<file path="src/rtl/video_mem_wr_addr_seq.sv">
// ---------------------------------------------------------------------------
// video_mem_wr_addr_seq
//
// Write-address sequencer for the video memory port. It sits between the
// CPU-side register decoder and the video memory write port. The CPU programs
// a start address, a stride, an optional row length and a row pitch through a
// byte-wide configuration bus. Each 'inc' strobe then advances the address,
// so blitter-style sprite and text writes need no per-pixel address reload.
//
// Walk modes:
//   ROW_LEN == 0 : linear walk, addr += STRIDE on every inc
//   ROW_LEN != 0 : rectangular walk, ROW_LEN addresses per row spaced by
//                  STRIDE. The next row starts at row_start + PITCH.
//
// Ports:
//   clk            system clock, all state changes on the rising edge
//   rst            asynchronous active-high reset
//   g_en           global enable; when low only row_done may change (clears)
//   d_in           configuration data byte (DATA_W bits)
//   cfg_we         configuration write strobe
//   cfg_sel        register select: 0=ADDR, 1=STRIDE, 2=ROW_LEN, 3=PITCH
//   cfg_lane       byte lane of the selected register to write
//   inc            advance strobe, one per video memory write
//   video_mem_addr current write address (registered)
//   row_done       one-cycle pulse after the inc that completes a row
//   ovf            sticky flag, set when address arithmetic wraps past 2**ADDR_W
//
// Parameter constraint: ceil(ADDR_W/DATA_W) must not exceed 2**LANE_W.
// ---------------------------------------------------------------------------
module video_mem_wr_addr_seq #(
    parameter int DATA_W = 8,
    parameter int ADDR_W = 16,
    parameter int LANE_W = 1,
    parameter int COL_W  = 8
) (
    input  logic              clk,
    input  logic              rst,
    input  logic              g_en,
    input  logic [DATA_W-1:0] d_in,
    input  logic              cfg_we,
    input  logic [1:0]        cfg_sel,
    input  logic [LANE_W-1:0] cfg_lane,
    input  logic              inc,
    output logic [ADDR_W-1:0] video_mem_addr,
    output logic              row_done,
    output logic              ovf
);

    // Number of byte lanes needed to cover one address-wide register.
    localparam int NLANE = (ADDR_W + DATA_W - 1) / DATA_W;

    // Register select codes on cfg_sel.
    typedef enum logic [1:0] {
        SEL_ADDR    = 2'd0,
        SEL_STRIDE  = 2'd1,
        SEL_ROW_LEN = 2'd2,
        SEL_PITCH   = 2'd3
    } cfg_sel_t;

    // Programmable registers and walk state.
    logic [ADDR_W-1:0] stride;
    logic [COL_W-1:0]  row_len;
    logic [ADDR_W-1:0] pitch;
    logic [ADDR_W-1:0] row_start;
    logic [COL_W-1:0]  col;

    // Decoded control.
    cfg_sel_t          sel;
    logic              cfg_write;
    logic              addr_write;
    logic              advance;
    logic              rect_mode;
    logic              row_wrap;

    // Candidate next values, one bit wider to expose the carry out.
    logic [ADDR_W:0]   step_sum;
    logic [ADDR_W:0]   pitch_sum;

    // Lane-merged versions of every register, used only when written.
    logic [ADDR_W-1:0] addr_merged;
    logic [ADDR_W-1:0] row_start_merged;
    logic [ADDR_W-1:0] stride_merged;
    logic [ADDR_W-1:0] pitch_merged;
    logic [COL_W-1:0]  row_len_merged;

    // Replace one DATA_W-wide lane of an address-wide register with data.
    // Bits of the lane above the register width simply have no destination,
    // and a lane outside the lane range leaves the register untouched.
    function automatic logic [ADDR_W-1:0] merge_lane_addr(
        input logic [ADDR_W-1:0] old_val,
        input logic [DATA_W-1:0] data,
        input logic [LANE_W-1:0] lane
    );
        logic [ADDR_W-1:0] result;
        result = old_val;
        for (int i = 0; i < ADDR_W; i++) begin
            if ((int'(lane) < NLANE) && ((i / DATA_W) == int'(lane))) begin
                result[i] = data[i % DATA_W];
            end
        end
        return result;
    endfunction

    // Same lane merge for the COL_W-wide row-length register. A lane lying
    // entirely above COL_W matches no bit and so the write is ignored.
    function automatic logic [COL_W-1:0] merge_lane_col(
        input logic [COL_W-1:0]  old_val,
        input logic [DATA_W-1:0] data,
        input logic [LANE_W-1:0] lane
    );
        logic [COL_W-1:0] result;
        result = old_val;
        for (int i = 0; i < COL_W; i++) begin
            if ((int'(lane) < NLANE) && ((i / DATA_W) == int'(lane))) begin
                result[i] = data[i % DATA_W];
            end
        end
        return result;
    endfunction

    // Control decode. An ADDR write in the same cycle as inc takes priority
    // and the inc is dropped, so the freshly loaded address is not skipped.
    always_comb begin
        sel        = cfg_sel_t'(cfg_sel);
        cfg_write  = g_en & cfg_we;
        addr_write = cfg_write && (sel == SEL_ADDR);
        advance    = g_en & inc & ~addr_write;
        rect_mode  = (row_len != '0);
        // Using >= rather than == means a ROW_LEN shrunk mid-row below the
        // current column still ends the row on the next inc instead of
        // running on until the column counter wraps.
        row_wrap   = rect_mode && (col >= (row_len - COL_W'(1)));
    end

    // Adders for the two address sources. Both read the pre-write register
    // values, so a STRIDE/PITCH/ROW_LEN write alongside inc affects only the
    // following inc.
    always_comb begin
        step_sum  = {1'b0, video_mem_addr} + {1'b0, stride};
        pitch_sum = {1'b0, row_start} + {1'b0, pitch};
    end

    // Lane merges for the configuration write path.
    always_comb begin
        addr_merged      = merge_lane_addr(video_mem_addr, d_in, cfg_lane);
        row_start_merged = merge_lane_addr(row_start, d_in, cfg_lane);
        stride_merged    = merge_lane_addr(stride, d_in, cfg_lane);
        pitch_merged     = merge_lane_addr(pitch, d_in, cfg_lane);
        row_len_merged   = merge_lane_col(row_len, d_in, cfg_lane);
    end

    // Main state register. row_done is a pulse and clears on every clock,
    // regardless of g_en. The config-write and advance paths never target
    // the same register in one cycle: advance is suppressed on ADDR writes
    // and the other config registers are never touched by advance.
    always_ff @(posedge clk or posedge rst) begin
        if (rst) begin
            video_mem_addr <= '0;
            row_start      <= '0;
            col            <= '0;
            stride         <= ADDR_W'(1);
            row_len        <= '0;
            pitch          <= '0;
            row_done       <= 1'b0;
            ovf            <= 1'b0;
        end else begin
            row_done <= 1'b0;

            if (cfg_write) begin
                case (sel)
                    SEL_ADDR: begin
                        // Loading a new start point begins a fresh row and a
                        // fresh overflow history.
                        video_mem_addr <= addr_merged;
                        row_start      <= row_start_merged;
                        col            <= '0;
                        ovf            <= 1'b0;
                    end
                    SEL_STRIDE:  stride  <= stride_merged;
                    SEL_ROW_LEN: row_len <= row_len_merged;
                    SEL_PITCH:   pitch   <= pitch_merged;
                    default: ;
                endcase
            end

            if (advance) begin
                if (row_wrap) begin
                    // End of row: jump to the start of the next row.
                    row_start      <= pitch_sum[ADDR_W-1:0];
                    video_mem_addr <= pitch_sum[ADDR_W-1:0];
                    col            <= '0;
                    row_done       <= 1'b1;
                    if (pitch_sum[ADDR_W]) begin
                        ovf <= 1'b1;
                    end
                end else begin
                    // Linear walk or a step within the current row.
                    video_mem_addr <= step_sum[ADDR_W-1:0];
                    if (rect_mode) begin
                        col <= col + COL_W'(1);
                    end
                    if (step_sum[ADDR_W]) begin
                        ovf <= 1'b1;
                    end
                end
            end
        end
    end

endmodule

</file>
<file path="config.mk">
export PLATFORM = sky130hd
export DESIGN_NAME = video_mem_wr_addr_seq
export DESIGN_NICKNAME = d
export VERILOG_FILES = /design/src/rtl/video_mem_wr_addr_seq.sv
export SDC_FILE = /design/constraint.sdc
export NUM_CORES = 1
export LEC_CHECK = 0
export CAP_MARGIN = 15
export CORE_MARGIN = 4
export CORE_UTILIZATION = 54
export CTS_BUF_LIST = sky130_fd_sc_hd__clkbuf_16
export DETAILED_ROUTE_END_ITERATION = 7
export PLACE_DENSITY = 0.77
export SLEW_MARGIN = 10
export SYNTH_ARGS = -nofsm -noshare
export SYNTH_HDL_FRONTEND = slang
export SYNTH_SLANG_ARGS = --single-unit
</file>
<file path="constraint.sdc">
create_clock -name clk -period 3.4 [get_ports clk]
set_clock_uncertainty 0.15 [all_clocks]
set_input_delay 1.02 -clock clk [delete_from_list [all_inputs] [get_ports clk]]
set_output_delay 1.02 -clock clk [all_outputs]
set_load 0.02 [all_outputs]
</file>
# Word-level counts from Yosys, hierarchy flattened
# Cells that the tools add are included.
dict set report op_classes {
  n_lt_le_gt_ge 1
  n_eq_ne 4
  muxes 53
  n_addsub 4
  n_bitwise 5
  reduce_logical 14
}
# cell count
set ops {}
lappend ops {{$mux 16} 8}
lappend ops {{$mux 1} 40}
lappend ops {{$mux 8} 5}
lappend ops {{$add 16x16->17} 2}
lappend ops {{$reduce_and 3->1} 7}
lappend ops {{$add 8x1->8 const B} 1}
lappend ops {{$ge 8x8->1} 1}
lappend ops {{$reduce_bool 8->1} 1}
lappend ops {{$sub 8x1->8 const B} 1}
lappend ops {{$reduce_bool 2->1} 3}
lappend ops {{$eq 2x2->1 const B} 2}
lappend ops {{$and 1x1->1} 3}
lappend ops {{$eq 2x1->1 const B} 1}
lappend ops {{$logic_and 1x1->1} 2}
lappend ops {{$logic_not 2->1} 1}
lappend ops {{$ne 2x1->1 const B} 1}
lappend ops {{$not 1->1} 2}
dict set report word_totals {
  inputBits 16
  out_inout_bits 18
  ff_bits 82
}

# Depth between registers and ports, before layout
dict set report depth {
  word_depth 6
  ltp_mapped 14
  depth_no_buf 14
}

# Worst setup path before layout
# No wires, ideal clock.
dict set report synth_path {
  path_kind {reg-to-reg}
  from {register row_len[0]}
  to {register ovf}
  path_buffers 0
  stages_incl_launch_ff 15
  slack_ps 662
  arrival_time_ps 2502
  path_cell_list {dfrtp_1 > inv_1 > ha_1 > nand3_1 > xor2_1 > ha_1 > and4_1 > o21ai_0 > o21ai_1 > and2_1 > nand2_2 > inv_2 > nor3_1 > a211o_1 > a32oi_1}
}
dict set report synth_via {
  elab_chain_len 5
  word_cells_on_any_way 6
}
# element line_no
set synth_rtl {}
lappend synth_rtl {{start: declaration} 62} ;# logic [COL_W-1:0] row_len;
lappend synth_rtl {{start signal: assignment} 180} ;# SEL_ROW_LEN: row_len <= row_len_merged;
lappend synth_rtl {{$sub 8x1->8} 132} ;# row_wrap = rect_mode && (col >= (row_len - COL_W'(1)));
lappend synth_rtl {{$ge 8x8->1} 132}
lappend synth_rtl {{$logic_and 1x1->1 *} 132}
lappend synth_rtl {{$mux 1 *} 187} ;# if (row_wrap) begin
lappend synth_rtl {{$mux 1 *} 186} ;# if (advance) begin
lappend synth_rtl {{end signal: assignment} 177} ;# ovf <= 1'b0;
lappend synth_rtl {{end signal: assignment} 194} ;# ovf <= 1'b1;
lappend synth_rtl {{end signal: assignment} 203} ;# ovf <= 1'b1;
lappend synth_rtl {{end: declaration} 46} ;# output logic ovf
# Mark *: on every way between the ends. The rest lies on a longest branch, timed or not.
# A chain may end at the register's enable or synchronous reset.

# Worst setup path in the final report
# Ends and elaborated chain as after synthesis.

==> flow_results.org <==
** Run status
- The run finished with clean final reports.

** Timing
- Setup slack closes at roughly 0.23 ns.
- Final min period :: 3.17 ns
- Final hold slack :: around 0.36 ns
- Measured slew at the worst slew-check pin :: 0.618 ns
- Number of failing setup endpoints in the final timing report :: 0
- Static timing analysis puts the maximum clock frequency at approximately 0.32 GHz.
- Hold Fails Final Rpt :: 0
- The number of max-slew violations in the final report came to 0.
- Adding up every negative setup slack in the final design gives 0 ns.
- Measured against its own limit, the worst slew margin works out to roughly three fifths.
- The worst path uses 93.3% of the clock period.
- Setup repair after global routing left no endpoint under its margin.

** Global routing
- Global routing used 24.8% of the available tracks.
- Layer with the highest usage after global routing :: met2
- Met3 Resource Use GR :: 3.70%
- Total gr overflow :: 0
- The number of antenna violations at the first check in global routing is 0.
- Pin count of the biggest net entering global routing :: 50
- Number of global-route vias before repair :: around 4200
- In the global route stage, met1 resource usage came out at about a third.
- The first global-routing pass estimated 22100 um of wire.
- For this run, global-route usage on met2 was measured as around two fifths.

** Worst setup path
- The worst setup path is of the flip-flop to flip-flop kind.
- STA puts the critical path data arrival time at about 3.3 ns.
- Maximum fanout encountered on the critical timing path :: 9
- At the worst endpoint, the required time is between 3 and 4 ns.
- Critical path launch point type :: flip-flop
- Setup slack on the worst flop-to-flop path :: about 0.23 ns
- Category of the worst setup path capture point :: flip-flop

** Power
- In this run the static leakage power is ~2.7 nW.
- Power density of the placed cells :: about 790 nW/um^2
- The completed layout was analyzed and its total power is 4.83 mW.
- Worst ir drop on vdd :: 0.000371 V

** Yosys
- Share of cell area taken by muxes after synthesis :: 11.3%
- After synthesis, the netlist uses between 60 and 70 different library cells.
- Number of enable flip-flop cells after synthesis :: 0
- Sequential cells were found to cover about two fifths of the synthesized design area.
- Synthesis handed over a netlist of 530 instances.
- In this run the mean area of a mapped cell was between 9 and 10 um^2.
- Post-synth top area share :: between 30 and 40%
- Flip-flop cell with the highest count after synthesis :: dfrtp_1
- After synthesis, the largest family of logic cells by area is compound AO/OA/AOI/OAI gates.
- Synth Area in Compound Gates :: ~17%
- The synthesized design spends more area on one cell type than any other, namely dfrtp_1.
- After Yosys synthesis, and, or, nand and nor cells account for 14.0% of the synthesized area.
- Ranking of synthesized cells by area :: dfrtp_1, ha_1, mux2_2, o21ai_0, nor2_1
- During synthesis, Yosys emitted a total of 0 warnings.
- In this run, synthesis produced a sequential element count of 82.
- Summed instance area of the synthesized netlist :: 5240 um^2
- Proportion of register bits with asynchronous set or reset after synthesis :: 100%
- The synthesized netlist devotes approximately 11% of its cell area to adder and majority cells.
- The number of nets handed over by synthesis was between 500 and 600.
- Post-synthesis xor/xnor area fraction :: under 10%

** Place
- Setup slack after placement :: 0.0969 ns
- Total of buffers placed on input and output ports :: 33
- Routability-driven placement finished with a final weighted congestion of approximately 0.97.
- Placed wire-length estimate :: between 9000 and 10000 um

** Clocking
- Clock network latency to the later pin of the worst-skew pair :: ~0.34 ns
- After clock tree synthesis, the clock-pin slew on the worst setup and hold paths is about 0.07 ns.
- Clock buffers created by TritonCTS :: 9
- CTS tree :: done
- The clock drives just over 80 sinks.
- # H-tree levels :: 3
- Clock Root Buffer :: clkbuf_16
- Post-CTS Setup Repair Bufs :: 0
- Maximum number of buffers from clock root to sink :: 2

** Route
- Dividing the detail-routed wire length by the instance count gives around 19 um.
- Detailed-routing iteration count for the pre-antenna-repair pass :: 5
- Post-detailed-route count of antenna-violating nets :: 0
- After detailed routing, the total wire length is 13500 um.
- Detailed-route DRC error count :: 0
- 1st-iter DRT viols :: ~350
- The detailed router placed 4274 vias in this run.
- Via-per-instance ratio :: about 6.0

** Die
- Initial Util :: 56.2%
- Floorplan die area :: between 10000 and 15000 um^2
- From left edge to right edge, the die measures around 110 um.
- In this run the standard cell core region covers a little over 9000 um^2.
- The floorplan step set the die height to about 110 um.
- Row generation in the floorplan step produced 35 rows.
- During I/O placement, the number of pins put on the boundary was 34.

** Job
- The tool flagged a number of max-cap violations equal to 0.

** Finish
- For this run, the share of the core covered by cells in the final layout is around 65%.
- NumNets Final :: ~630
- Share of cells above drive strength 1 :: 15.4%
- Layout overhead on the synthesized area :: 16.0%
- Number of antenna repair diodes :: 0

** Min path
- The worst hold path belongs to the class flip-flop to flip-flop.
## through the flow
stage / cell area (um^2) / instances
after floorplan: 5240 / 530
after global placement: 5770 / 692
after detailed placement: 5770 / 692
after CTS: 6070 / 708
after global routing: 6080 / 708
final: 6080 / 708
## registers in the layout, indices dropped and copies added (netlist names)
signal	count
ovf	1
row_start	16
video_mem_addr	16
stride	16
row_len	8
col	8
row_done	1
pitch	16
## critical path, cell delays in order (launching register included)
cell,delay [ns]
dfrtp_1,0.37
inv_1,0.11
ha_2,0.23
nand2_1,0.07
xor2_1,0.16
ha_1,0.30
and4_1,0.17
o21ai_0,0.16
o21ai_1,0.27
and2_1,0.20
nand2_2,0.17
inv_2,0.14
nor3_1,0.05
a211o_1,0.33
a32oi_1,0.19
## timing repair
item                                    4_1_cts  5_1_grt
hold endpoints to repair                      0        0
hold buffers                                  0        0
endpoints found under the setup margin        0       13
gates resized for setup                       0        4
## cell type report
| cell class | instances | area (um^2) |
|---|---|---|
| clock inverters | 7 | 70.1 |
| fillers | 735 | 3250 |
| inverters | 13 | 50.0 |
| repair buffers | 45 | 440 |
| well taps | 129 | 161 |
| clock buffers | 9 | 225 |
| flip-flops and latches | 82 | 2050 |
| multi-input cells | 423 | 3080 |
## cell usage after synthesis, drive strengths merged, types with 2 or more instances
cell and count:
xor2 15, o211ai 4, xnor2 16, o41ai 2
mux2i 14, nand2 45, o31ai 4, inv 13
buf 5, o22ai 4, nand2b 3, nor2b 3
o21ai 42, a31oi 13, and2 3, nand4 6
or3 2, o21bai 4, and3 10, a221oi 3
nand3 18, nor3 11, nor2 48, mux2 40
o21a 5, a21oi 25, fa 2, dfrtp 81
a21o 8, ha 42, or2 2, a211oi 9
a211o 6, clkbuf 6
## where the power goes
group	total (mW)	leakage (nW)	internal, mW	switching [mW]
registers	1.52	1.01	1.26	0.254
logic	2.34	1.60	1.06	1.28
clock network	0.976	0.135	0.566	0.410
total	4.83	2.74	2.89	1.94
## layer usage
layer  part of all wire (%)  vias to the layer above
met5                      0                        -
met4                    2.1                        0
met3                    5.8                       28
met2                     46                      149
met1                     46                     2043
li1                       -                     2054
## worst paths after layout
path,from,to,depth (start not counted)
setup / recovery,row_len[0],ovf,14
hold / removal,stride[14],stride[14],1
setup reg to reg,row_len[0],ovf,14
hold reg to reg,stride[14],stride[14],1
max in group asynchronous,rst,row_len[7],3
min in group asynchronous,rst,stride[2],2
## logic make-up after synthesis
family          count (synthesis)
simple gates                  156
compound gates                138
flops                          82
mux                            54
fa+ha+maj                      44
xor+xnor                       31
buf+inv                        25
## layout by cell type, fill, tap and decap left out, types with 16 or more instances in the layout
cell type	Yosys	routed
dfrtp_1	81	81
nor2_1	47	46
nand2_1	44	44
ha_1	42	41
mux2_2	40	40
o21ai_0	39	39
clkdlybuf4s50_1	0	33
a21oi_1	24	24
nand3_1	17	17
xnor2_1	16	16
No activity file was read; power rests on OpenSTA's default activity.
